File: src/rtl/fpmult_round_pack_pkg.sv
// Shared definitions for the FP multiplier back end: default field widths,
// canonical special encodings and the result classification used when packing.
package fpmult_round_pack_pkg;

  localparam int EXP_W_DEF = 8;
  localparam int MAN_W_DEF = 23;
  localparam int BIAS_DEF  = 127;

  localparam logic [31:0] QNAN_DEF    = 32'h7FC0_0000;
  localparam logic [30:0] INF_MAG_DEF = 31'h7F80_0000;

  typedef enum logic [2:0] {
    RES_NAN,
    RES_INF,
    RES_ZERO,
    RES_OVF,
    RES_UNF,
    RES_NORM
  } res_kind_e;

endpackage

File: src/rtl/fpmult_round_pack_if.sv
// Input beat and result bus of the FP multiplier back end, both valid/ready.
interface fpmult_round_pack_if
  import fpmult_round_pack_pkg::*;
#(
  parameter int EXP_W = EXP_W_DEF,
  parameter int MAN_W = MAN_W_DEF
);

  logic                   in_valid;
  logic                   in_ready;
  logic                   Sp;
  logic [EXP_W:0]         NormE;
  logic [MAN_W-1:0]       NormM;
  logic                   GRS;
  logic                   in_zero;
  logic                   in_inf;
  logic                   in_nan;
  logic                   out_valid;
  logic                   out_ready;
  logic [EXP_W+MAN_W:0]   P;
  logic                   ovf;
  logic                   unf;

  modport slave (
    input  in_valid, Sp, NormE, NormM, GRS, in_zero, in_inf, in_nan, out_ready,
    output in_ready, out_valid, P, ovf, unf
  );

  modport master (
    output in_valid, Sp, NormE, NormM, GRS, in_zero, in_inf, in_nan, out_ready,
    input  in_ready, out_valid, P, ovf, unf
  );

endinterface

File: src/rtl/fpmult_round_inc.sv
// Combinational round and unbias: applies the upstream round-up decision to the
// mantissa and folds any rounding carry into the signed, unbiased exponent.
module fpmult_round_inc
  import fpmult_round_pack_pkg::*;
#(
  parameter int EXP_W = EXP_W_DEF,
  parameter int MAN_W = MAN_W_DEF,
  parameter int BIAS  = BIAS_DEF
) (
  input  logic [EXP_W:0]          norm_e,
  input  logic [MAN_W-1:0]        norm_m,
  input  logic                    grs,
  output logic [MAN_W-1:0]        man,
  output logic signed [EXP_W+1:0] es
);

  localparam int ESW = EXP_W + 2;
  localparam logic signed [ESW-1:0] BIAS_S = ESW'(BIAS);

  function automatic logic [MAN_W:0] round_man(input logic [MAN_W-1:0] m, input logic inc);
    return {1'b0, m} + {{MAN_W{1'b0}}, inc};
  endfunction

  logic [MAN_W:0]        mr;
  logic signed [ESW-1:0] e_ext;
  logic signed [ESW-1:0] carry_s;

  // A carry out of the mantissa wraps it to zero and bumps the exponent by one.
  always_comb begin
    mr      = round_man(norm_m, grs);
    e_ext   = $signed({1'b0, norm_e});
    carry_s = $signed({{(ESW-1){1'b0}}, mr[MAN_W]});
    man     = mr[MAN_W-1:0];
    es      = e_ext - BIAS_S + carry_s;
  end

endmodule

File: src/rtl/fpmult_round_pack.sv
// FP multiplier back end: two-stage elastic pipeline that rounds, unbiases,
// range-checks and packs an IEEE-754 product with valid/ready on both sides.
module fpmult_round_pack
  import fpmult_round_pack_pkg::*;
#(
  parameter int EXP_W = EXP_W_DEF,
  parameter int MAN_W = MAN_W_DEF,
  parameter int BIAS  = BIAS_DEF
) (
  input logic               clk,
  input logic               rst,
  fpmult_round_pack_if.slave bus
);

  localparam int ESW = EXP_W + 2;
  localparam int W   = EXP_W + MAN_W + 1;
  localparam logic signed [ESW-1:0] ES_MAX = ESW'((2 ** EXP_W) - 1);
  localparam logic signed [ESW-1:0] ES_MIN = '0;
  localparam logic [W-1:0] QNAN = {1'b0, {EXP_W{1'b1}}, 1'b1, {(MAN_W-1){1'b0}}};

  function automatic res_kind_e classify(input logic nan, input logic inf, input logic zero,
                                         input logic signed [ESW-1:0] es);
    if (nan)          return RES_NAN;
    if (inf)          return RES_INF;
    if (zero)         return RES_ZERO;
    if (es >= ES_MAX) return RES_OVF;
    if (es <= ES_MIN) return RES_UNF;
    return RES_NORM;
  endfunction

  // Returns {ovf, unf, packed word}; saturates to infinity or flushes to zero.
  function automatic logic [W+1:0] pack_result(input res_kind_e kind, input logic sign,
                                               input logic [EXP_W-1:0] exp_f,
                                               input logic [MAN_W-1:0] man);
    case (kind)
      RES_NAN:  return {2'b00, QNAN};
      RES_INF:  return {2'b00, sign, {EXP_W{1'b1}}, {MAN_W{1'b0}}};
      RES_ZERO: return {2'b00, sign, {(W-1){1'b0}}};
      RES_OVF:  return {2'b10, sign, {EXP_W{1'b1}}, {MAN_W{1'b0}}};
      RES_UNF:  return {2'b01, sign, {(W-1){1'b0}}};
      default:  return {2'b00, sign, exp_f, man};
    endcase
  endfunction

  logic                  vld_p1, vld_p2;
  logic                  rdy_p2, take_in, take_p2;
  logic [MAN_W-1:0]      man_rnd;
  logic signed [ESW-1:0] es_rnd;

  logic                  sign_p1, nan_p1, inf_p1, zero_p1;
  logic [MAN_W-1:0]      man_p1;
  logic signed [ESW-1:0] es_p1;
  logic [W+1:0]          result_p1;

  logic [W-1:0]          p_p2;
  logic                  ovf_p2, unf_p2;

  assign rdy_p2       = !vld_p2 || bus.out_ready;
  assign bus.in_ready = !vld_p1 || rdy_p2;
  assign take_in      = bus.in_valid && bus.in_ready;
  assign take_p2      = vld_p1 && rdy_p2;

  fpmult_round_inc #(
    .EXP_W (EXP_W),
    .MAN_W (MAN_W),
    .BIAS  (BIAS)
  ) u_round_inc (
    .norm_e (bus.NormE),
    .norm_m (bus.NormM),
    .grs    (bus.GRS),
    .man    (man_rnd),
    .es     (es_rnd)
  );

  // ---- stage 1: rounded mantissa, unbiased exponent and flags ----
  always_ff @(posedge clk) begin
    if (take_in) begin
      sign_p1 <= bus.Sp;
      man_p1  <= man_rnd;
      es_p1   <= es_rnd;
      nan_p1  <= bus.in_nan;
      inf_p1  <= bus.in_inf;
      zero_p1 <= bus.in_zero;
    end
  end

  always_comb begin
    result_p1 = pack_result(classify(nan_p1, inf_p1, zero_p1, es_p1),
                            sign_p1, es_p1[EXP_W-1:0], man_p1);
  end

  // ---- stage 2: packed result and range flags ----
  always_ff @(posedge clk or negedge rst) begin
    if (!rst) begin
      vld_p1 <= 1'b0;
      vld_p2 <= 1'b0;
      p_p2   <= '0;
      ovf_p2 <= 1'b0;
      unf_p2 <= 1'b0;
    end else begin
      if (bus.in_ready) vld_p1 <= bus.in_valid;
      if (rdy_p2)       vld_p2 <= vld_p1;
      if (take_p2)      {ovf_p2, unf_p2, p_p2} <= result_p1;
    end
  end

  assign bus.out_valid = vld_p2;
  assign bus.P         = p_p2;
  assign bus.ovf       = ovf_p2;
  assign bus.unf       = unf_p2;

endmodule

File: src/flat_wrapper.sv
// flat-port wrapper written by rule: the top's interface ports become plain ports
module fpmult_round_pack_flat import fpmult_round_pack_pkg::*;
#(
  parameter int EXP_W = EXP_W_DEF,
  parameter int MAN_W = MAN_W_DEF,
  parameter int BIAS  = BIAS_DEF
)
  (clk, rst, bus_in_valid, bus_Sp, bus_NormE, bus_NormM, bus_GRS, bus_in_zero, bus_in_inf, bus_in_nan, bus_out_ready, bus_in_ready, bus_out_valid, bus_P, bus_ovf, bus_unf);
  fpmult_round_pack_if #(.EXP_W(EXP_W), .MAN_W(MAN_W)) bus_i ();
  input logic clk;
  input logic rst;
  input wire logic [$bits(bus_i.in_valid)-1:0] bus_in_valid;
  input wire logic [$bits(bus_i.Sp)-1:0] bus_Sp;
  input wire logic [$bits(bus_i.NormE)-1:0] bus_NormE;
  input wire logic [$bits(bus_i.NormM)-1:0] bus_NormM;
  input wire logic [$bits(bus_i.GRS)-1:0] bus_GRS;
  input wire logic [$bits(bus_i.in_zero)-1:0] bus_in_zero;
  input wire logic [$bits(bus_i.in_inf)-1:0] bus_in_inf;
  input wire logic [$bits(bus_i.in_nan)-1:0] bus_in_nan;
  input wire logic [$bits(bus_i.out_ready)-1:0] bus_out_ready;
  output wire logic [$bits(bus_i.in_ready)-1:0] bus_in_ready;
  output wire logic [$bits(bus_i.out_valid)-1:0] bus_out_valid;
  output wire logic [$bits(bus_i.P)-1:0] bus_P;
  output wire logic [$bits(bus_i.ovf)-1:0] bus_ovf;
  output wire logic [$bits(bus_i.unf)-1:0] bus_unf;
  assign bus_i.in_valid = bus_in_valid;
  assign bus_i.Sp = bus_Sp;
  assign bus_i.NormE = bus_NormE;
  assign bus_i.NormM = bus_NormM;
  assign bus_i.GRS = bus_GRS;
  assign bus_i.in_zero = bus_in_zero;
  assign bus_i.in_inf = bus_in_inf;
  assign bus_i.in_nan = bus_in_nan;
  assign bus_i.out_ready = bus_out_ready;
  assign bus_in_ready = bus_i.in_ready;
  assign bus_out_valid = bus_i.out_valid;
  assign bus_P = bus_i.P;
  assign bus_ovf = bus_i.ovf;
  assign bus_unf = bus_i.unf;
  fpmult_round_pack #(.EXP_W(EXP_W), .MAN_W(MAN_W), .BIAS(BIAS)) u_core (.clk(clk), .rst(rst), .bus(bus_i));
endmodule
File: config.mk
export PLATFORM = sky130hd
export DESIGN_NAME = fpmult_round_pack_flat
export DESIGN_NICKNAME = d
export VERILOG_FILES = /design/src/rtl/fpmult_round_pack_pkg.sv /design/src/rtl/fpmult_round_pack_if.sv /design/src/rtl/fpmult_round_inc.sv /design/src/rtl/fpmult_round_pack.sv /design/src/flat_wrapper.sv
export SDC_FILE = /design/constraint.sdc
export NUM_CORES = 1
export LEC_CHECK = 0
export BUFFER_PORTS_ARGS = -buffer_cell sky130_fd_sc_hd__buf_2
export CAP_MARGIN = 10
export CORE_ASPECT_RATIO = 1.75
export CORE_MARGIN = 2
export CORE_UTILIZATION = 48
export DETAILED_ROUTE_END_ITERATION = 10
export MAX_ROUTING_LAYER = met4
export PLACE_DENSITY = 0.76
export SETUP_SLACK_MARGIN = 0.4
export SYNTH_ARGS = -nofsm -noshare
export SYNTH_HDL_FRONTEND = slang
export SYNTH_SLANG_ARGS = --single-unit
File: constraint.sdc
create_clock -name clk -period 1.8 [get_ports clk]
set_clock_uncertainty 0.1 [all_clocks]
set_input_delay 0.18 -clock clk [delete_from_list [all_inputs] [get_ports clk]]
set_output_delay 0.18 -clock clk [all_outputs]
set_load 0.03 [all_outputs]
; ---- Word-level counts from Yosys, hierarchy flattened
; Index checks and enable logic that the tools add are counted.
[totals]
inputBits = 41
out_inout_bits = 36
ff_bits = 73
wordCells = 53
[op_classes]
n_lt_le_gt_ge = 2
muxes = 26
add_sub_neg = 3
n_eq_ne = 4
n_reduce_logical = 7
[op_table]
columns = op, n
row1 = 34-bit case mux with 5 select lines, 1
row2 = 3-bit two-way mux, 10
row3 = 23-bit by 1-bit adder with 24-bit output, 1
row4 = 1-bit two-way mux, 15
row5 = 10-bit by 2-bit adder with 10-bit output, 1
row6 = "10-bit by 9-bit >= comparator with 1-bit output, second input constant", 1
row7 = "10-bit by 1-bit <= comparator with 1-bit output, second input constant", 1
row8 = "9-bit by 7-bit subtractor with 10-bit output, second input constant", 1
row9 = "3-bit by 2-bit equality test with 1-bit output, second input constant", 2
row10 = "3-bit by 1-bit equality test with 1-bit output, second input constant", 1
row11 = "3-bit equality test, second input constant", 1
row12 = 3-bit zero test, 1
row13 = 1-bit logical AND, 2
row14 = 1-bit zero test, 2
row15 = 1-bit logical OR, 2

; ---- Depth between registers and ports, before layout
[depth]
depth_word = 18
depth_mapped = 12
ltp_nobuf = 11

; ---- Hierarchy
; Synthesis repeated with hierarchy kept, for this count alone.
[unflattened]
cells_unflattened = 281
area_unflattened_um2 = 3364.5
[modules_own_cells]
columns = mod, seq_area_each_um2, instances, cells_per_inst, area_each_um2
row1 = fpmult_round_pack, 2011.9, 1, 203, 2778.9
row2 = fpmult_round_inc, 0.0, 1, 78, 585.6

; ---- Worst setup path after synthesis
; Ideal clock, no wire load.
[synth_path]
path_type = reg2reg
startpoint = register u_core.vld_p2, in the netlist u_core.bus.out_valid
endpoint = register u_core.es_p1[0] (enable)
slack_ps = -522
required_time_ps = 1302
synth_period_minus_slack_ps = 2322
path_buffers = 0
setup_ps = 398
arrival_time_ps = 1824
path_stages_with_launch = 3
path_cell_list = dfrtp_1 > nand3b_1 > and2_1
[synth_between]
elab_chain_len = 4
[synth_lines]
columns = element, line_no
row1 = from (decl), fpmult_round_pack.sv:45  ; logic vld_p1, vld_p2;
row2 = from (signal assigned), fpmult_round_pack.sv:102  ; if (rdy_p2) vld_p2 <= vld_p1;
row3 = 1-bit zero test, fpmult_round_pack.sv:58  ; assign rdy_p2 = !vld_p2 || bus.out_ready;
row4 = 1-bit logical OR, fpmult_round_pack.sv:58
row5 = 1-bit logical OR, fpmult_round_pack.sv:59  ; assign bus.in_ready = !vld_p1 || rdy_p2;
row6 = net bus_in_ready, flat_wrapper.sv:21  ; output wire logic [$bits(bus_i.in_ready)-1:0] bus_in_ready;
row7 = 1-bit logical AND, fpmult_round_pack.sv:60  ; assign take_in = bus.in_valid && bus.in_ready;
row8 = net u_core.take_in, fpmult_round_pack.sv:46  ; logic rdy_p2, take_in, take_p2;
row9 = to (signal assigned), fpmult_round_pack.sv:80  ; es_p1 <= es_rnd;
row10 = to (decl), fpmult_round_pack.sv:52  ; logic signed [ESW-1:0] es_p1;
; The timed path passes the listed nets, and every way through them passes these cells.
; A chain may end at the register's enable or synchronous reset.

; ---- Worst setup path after layout
[layout_path]
startpoint = register u_core.zero_p1
endpoint = register u_core.p_p2[0], in the netlist u_core.bus.P[0]
[layout_between]
elab_chain_len = 10
elab_cells_between_ends = 17
classes_between = 4 x eq/ne / 12 x mux / 1 x reduce/logical
[layout_lines]
columns = element, line_no
row1 = from (decl), fpmult_round_pack.sv:50  ; logic sign_p1, nan_p1, inf_p1, zero_p1;
row2 = from (signal assigned), fpmult_round_pack.sv:83  ; zero_p1 <= bus.in_zero;
row3 = 3-bit two-way mux, fpmult_round_pack.sv:25  ; if (zero) return RES_ZERO;
row4 = 3-bit two-way mux, fpmult_round_pack.sv:26  ; if (es >= ES_MAX) return RES_OVF;
row5 = 3-bit two-way mux, fpmult_round_pack.sv:27  ; if (es <= ES_MIN) return RES_UNF;
row6 = 3-bit two-way mux, fpmult_round_pack.sv:28  ; return RES_NORM;
row7 = 3-bit two-way mux, fpmult_round_pack.sv:27
row8 = 3-bit two-way mux *, fpmult_round_pack.sv:26
row9 = 3-bit two-way mux *, fpmult_round_pack.sv:25
row10 = 3-bit two-way mux *, fpmult_round_pack.sv:24  ; if (inf) return RES_INF;
row11 = 3-bit equality test (tied with other cells), fpmult_round_pack.sv:35  ; case (kind)
row12 = 34-bit case mux with 5 select lines *, fpmult_round_pack.sv:35
row13 = to (signal assigned), fpmult_round_pack.sv:103  ; if (take_p2) {ovf_p2, unf_p2, p_p2} <= result_p1;
row14 = to (decl), fpmult_round_pack.sv:55  ; logic [W-1:0] p_p2;
; Every way passes the cells marked *; elsewhere a longest branch is shown, timed or not. The select of a mux whose other input is x is not followed.

==> out/qor.log <==
qor: outcome.run_status finished, violations left
qor: outcome.violations_in_the_final_reports negative setup slack
qor: layout.antenna_cells 0
qor: logic_synthesis.synthesis.yosys.warnings 0
qor: timing.rsz_0062_raised_after_global_routing yes
qor: setup_path.crit_fanout 11
qor: setup_path.r2r_cells 5
qor: logic_synthesis.netlist_top_cells_area sky130_fd_sc_hd__edfxtp_1 35%, sky130_fd_sc_hd__dfrtp_1 28%, sky130_fd_sc_hd__nand2_1 6.8%
qor: pwr.vdd_drop_max 573 uV
qor: global_routing.gr-total-overflow 0
qor: timing.setup_tns -0.0418 ns
qor: route.viasPerCell 5.50
qor: logic_synthesis.sequential_share_of_the_synthesized_area 62.9%
qor: die.fp.dieW 65.7 um
qor: setup_path.crit_path_top_delay_cell sky130_fd_sc_hd__or4_4
qor: timing.hold_viol 0
qor: timing.fin_crit_period 1.82 ns
qor: layout.fill_cells 406
qor: cts.clock_tree.root_cell sky130_fd_sc_hd__clkbuf_16
qor: worst_hold_path.tightest_hold_check_type in2reg
qor: pwr.p_seq_share 44.4%
qor: place.dp_cells 453
qor: pwr.share_clk_of_total_power 39.0%
qor: cts.cts_buffer_count 9
qor: timing.fmax 550 MHz
qor: timing.maxSlewHeadroom 77.1%
qor: route.route.detailed.wl_per_inst 18.5 um
qor: global_routing.grt_util_all_layers 24.2%
qor: setup_path.endpoint_kind register
qor: layout.post-route-cell-area 4880 um2
qor: setup_path.r2r_start u_core.zero_p1
qor: pwr.p_comb_share 16.6%
qor: place.placement.cell_area 3990 um2
qor: route.first_pass_iters 4
qor: timing.finalMaxSlewViolations 0
qor: route.drc 0
qor: layout.final_core_area_utilization 75.3%
qor: setup_path.critical_path_buf_inv_count 1
qor: cts.clkTransAtPathRegs 0.06 ns
qor: timing.timing.final.crit_share 101%
qor: route.routed-via-count 2,774
qor: layout.multi_input_comb_area 1440 um2
qor: place.dpl.hpwl 5.03 mm
qor: cts.tritoncts_clock_tree built
qor: place.buffer_ports.inserted 76
qor: timing.timing.hold.ws 0.0434 ns
qor: pwr.static-leakage-power 2.12 nW
qor: die.floorplan.initialDensity 49.3%
qor: pwr.power.density_cell_area 902 nW/um2
qor: logic_synthesis.synth_area_leader_cell sky130_fd_sc_hd__edfxtp_1
qor: cts.numClockSinks 73
qor: setup_path.critPathTopFamily simple AND/OR/NAND/NOR gates
qor: global_routing.grt_max_degree 26
qor: die.num_io_pins 77
qor: setup_path.reg2reg_setup_slack -0.02 ns
qor: die.die_area 7360 um2
qor: logic_synthesis.netlist.area_leader.share 34.7%
qor: global_routing.vias_in_the_first_global_route 2,589
qor: worst_hold_path.hold_start bus_GRS
qor: logic_synthesis.synthesis.area_per_instance 11.9 um2
qor: cts.htreeDepth 3
qor: die.core_area 6490 um2
qor: cts.insertion_delay 0.34 ns
qor: worst_hold_path.holdPathEnd u_core.man_p1[0]
qor: logic_synthesis.synth_cells 268
qor: logic_synthesis.post_synth_cell_types 34
qor: layout.flow.area_growth_from_synthesis 52.7%
qor: flow_run.cap_violations 0
qor: layout.final_cell_count_no_fill 504
qor: layout.drive_above_1_share 47.9%
qor: pwr.swShare 25.7%
qor: pwr.p_int 3.28 mW
qor: layout.finalNetCount 462
qor: setup_path.timing.critical_path.cells or4_4, a31oi_4, nand2_4, buf_12, o21ai_1
qor: logic_synthesis.synthesis.area 3200 um2
qor: timing.layout_setup_ws -0.0196 ns
qor: setup_path.cp_data_arrival_time 1.97 ns
qor: setup_path.r2r_end u_core.bus.P[0]
qor: route.drt_iter0_drc 283
qor: worst_hold_path.min_path_cells 2
qor: layout.sequential_cell_area 2010 um2
qor: pwr.power.switching 1.13 mW
qor: setup_path.critPathRequiredTime 1.95 ns
qor: setup_path.crit_path_max_incr_delay 0.56 ns
qor: setup_path.startpoint_type register
qor: logic_synthesis.synth_nets 313
qor: route.routed_antenna_nets 0
qor: logic_synthesis.ys_ff_latch 73
qor: timing.worst_slew_pin_slew 0.341 ns
qor: die.floorplan.die.height 112 um
qor: die.std_cell_rows 39
qor: global_routing.antenna_found_initial 0
qor: cts.cts-root-to-sink-buffers 2
qor: route.totalWireLength 9.33 mm
qor: global_routing.wire_length_of_the_first_global_routing_pass 12.7 mm
qor: setup_path.critical_path_class reg2reg
qor: timing.timing.final.setup_violations 4
qor: place.finalWeightedCongestion 0.855
-- per-layer routing --
metal	up-vias	global-route usage (%)	share of wire, %
met5	-	-	0
met4	0	10.6	3.8
met3	30	4.95	4.7
met2	115	43.2	57
met1	1363	24.6	34
li1	1266	-	-
-- cell type report --
class | instances | share of cell area (%)
Timing Repair Buffer | 143 | 21.1
Sequential cell | 73 | 41.2
Multi-Input combinational cell | 187 | 29.5
Tap cell | 82 | 2.10
Clock inverter | 4 | 0.897
Inverter | 3 | 0.282
Clock buffer | 12 | 4.84
-- logic make-up (layout without fill, tap and decap cells) --
group	Yosys count	count (layout)	share of synthesized area (%)
AO/OA/AOI/OAI	39	39	8.41
XOR/XNOR	28	28	7.67
adder cells (fa/ha/maj)	4	4	1.57
buffers and inverters	13	162	2.66
flip-flops	73	73	62.9
AND/OR/NAND/NOR	111	116	16.8
-- worst register-to-register path, stage by stage, from the launching register on --
cell                       delay, ns
sky130_fd_sc_hd__edfxtp_1       0.43
sky130_fd_sc_hd__or4_4          0.56
sky130_fd_sc_hd__a31oi_4        0.22
sky130_fd_sc_hd__nand2_4        0.11
sky130_fd_sc_hd__buf_12         0.16
sky130_fd_sc_hd__o21ai_1        0.14
-- flip-flops by register name, indices dropped and copies added, names as in the netlist --
register              cells
u_core.sign_p1            1
u_core.vld_p1             1
u_core.nan_p1             1
u_core.zero_p1            1
u_core.man_p1            23
u_core.es_p1             10
u_core.bus.ovf            1
u_core.bus.out_valid      1
u_core.bus.unf            1
u_core.inf_p1             1
u_core.bus.P             32
-- synthesized netlist by cell type --
master and n:
sky130_fd_sc_hd__nand2_1 58, sky130_fd_sc_hd__edfxtp_1 37, sky130_fd_sc_hd__dfrtp_1 36, sky130_fd_sc_hd__xnor2_1 18, sky130_fd_sc_hd__o21ai_1 17, sky130_fd_sc_hd__nand3_1 10, sky130_fd_sc_hd__xor2_1 10, sky130_fd_sc_hd__nand4_1 8
sky130_fd_sc_hd__nor2_1 8, sky130_fd_sc_hd__o221a_2 8, sky130_fd_sc_hd__and2_1 6, sky130_fd_sc_hd__and4_1 6, sky130_fd_sc_hd__buf_6 4, sky130_fd_sc_hd__ha_1 4, sky130_fd_sc_hd__nand2b_1 4, sky130_fd_sc_hd__a21oi_1 3
sky130_fd_sc_hd__a31oi_1 3, sky130_fd_sc_hd__clkbuf_1 3, sky130_fd_sc_hd__inv_1 3, sky130_fd_sc_hd__nor3_1 3, sky130_fd_sc_hd__o21ai_2 3, sky130_fd_sc_hd__and3_1 2, sky130_fd_sc_hd__nand3b_1 2, sky130_fd_sc_hd__o21ai_0 2
sky130_fd_sc_hd__and4_2 1, sky130_fd_sc_hd__buf_1 1, sky130_fd_sc_hd__buf_2 1, sky130_fd_sc_hd__dlygate4sd1_1 1, sky130_fd_sc_hd__nor3b_1 1, sky130_fd_sc_hd__nor4_1 1, sky130_fd_sc_hd__o211ai_1 1, sky130_fd_sc_hd__o31ai_1 1
sky130_fd_sc_hd__o41ai_1 1, sky130_fd_sc_hd__or4_1 1
-- power by group through the flow --
stage / clock (mW) / combinational (mW) / sequential, mW
final: 1.72 / 0.731 / 1.96
after global routing: 1.80 / 0.773 / 1.96
after CTS: 1.70 / 0.652 / 1.95
after detailed placement: 0 / 0.545 / 1.97
after global placement: 0 / 0.532 / 1.97
after floorplan: 0 / 0.217 / 2.06
-- cells in the final DEF, fill, tap and decap left out, drive strengths merged --
cell / instances
nand4: 8
or4: 1
bufinv: 1
ha: 4
clkbuf: 12
a21oi: 3
o221a: 8
xnor2: 18
nor4: 1
nand3: 10
nand2b: 4
nand2: 58
xor2: 10
o21ai: 22
nor2: 8
o31ai: 1
edfxtp: 37
nor3b: 1
and2: 11
dlygate4sd3: 5
o211ai: 1
buf: 138
o41ai: 1
a31oi: 3
dfrtp: 36
inv: 3
and3: 2
nor3: 3
and4: 7
clkinv: 3
nand3b: 2
-- worst max-delay path by stage --
stage                    from               end  slack (ns)  cells after the start
2_1_floorplan    bus_NormM[3]   u_core.es_p1[8]       -0.12                     11
3_5_place_dp     bus_NormM[7]   u_core.es_p1[8]       -0.25                     11
5_1_grt         u_core.inf_p1  u_core.bus.P[17]       -0.04                      5
3_3_place_gp     bus_NormM[7]   u_core.es_p1[8]       -0.20                     11
6_report       u_core.zero_p1   u_core.bus.P[0]       -0.02                      5
4_1_cts         u_core.inf_p1   u_core.bus.P[0]        0.07                      5
-- metrics by stage --
step | worst slack, ns | power (mW)
5_1_grt | -0.0446 | 4.54
4_1_cts | 0.0683 | 4.30
3_3_place_gp | -0.202 | 2.50
3_5_place_dp | -0.252 | 2.51
6_report | -0.0196 | 4.41
2_1_floorplan | -0.116 | 2.27
-- what timing repair did --
item	CTS	global route
hold endpoints to repair	40	0
cloned	2	4
setup buffers	14	10
resized for setup	42	21
pin swaps	24	18
setup endpoints to repair	81	80
hold buffers	5	0
Note: power is estimated with default switching activity, not from simulation.
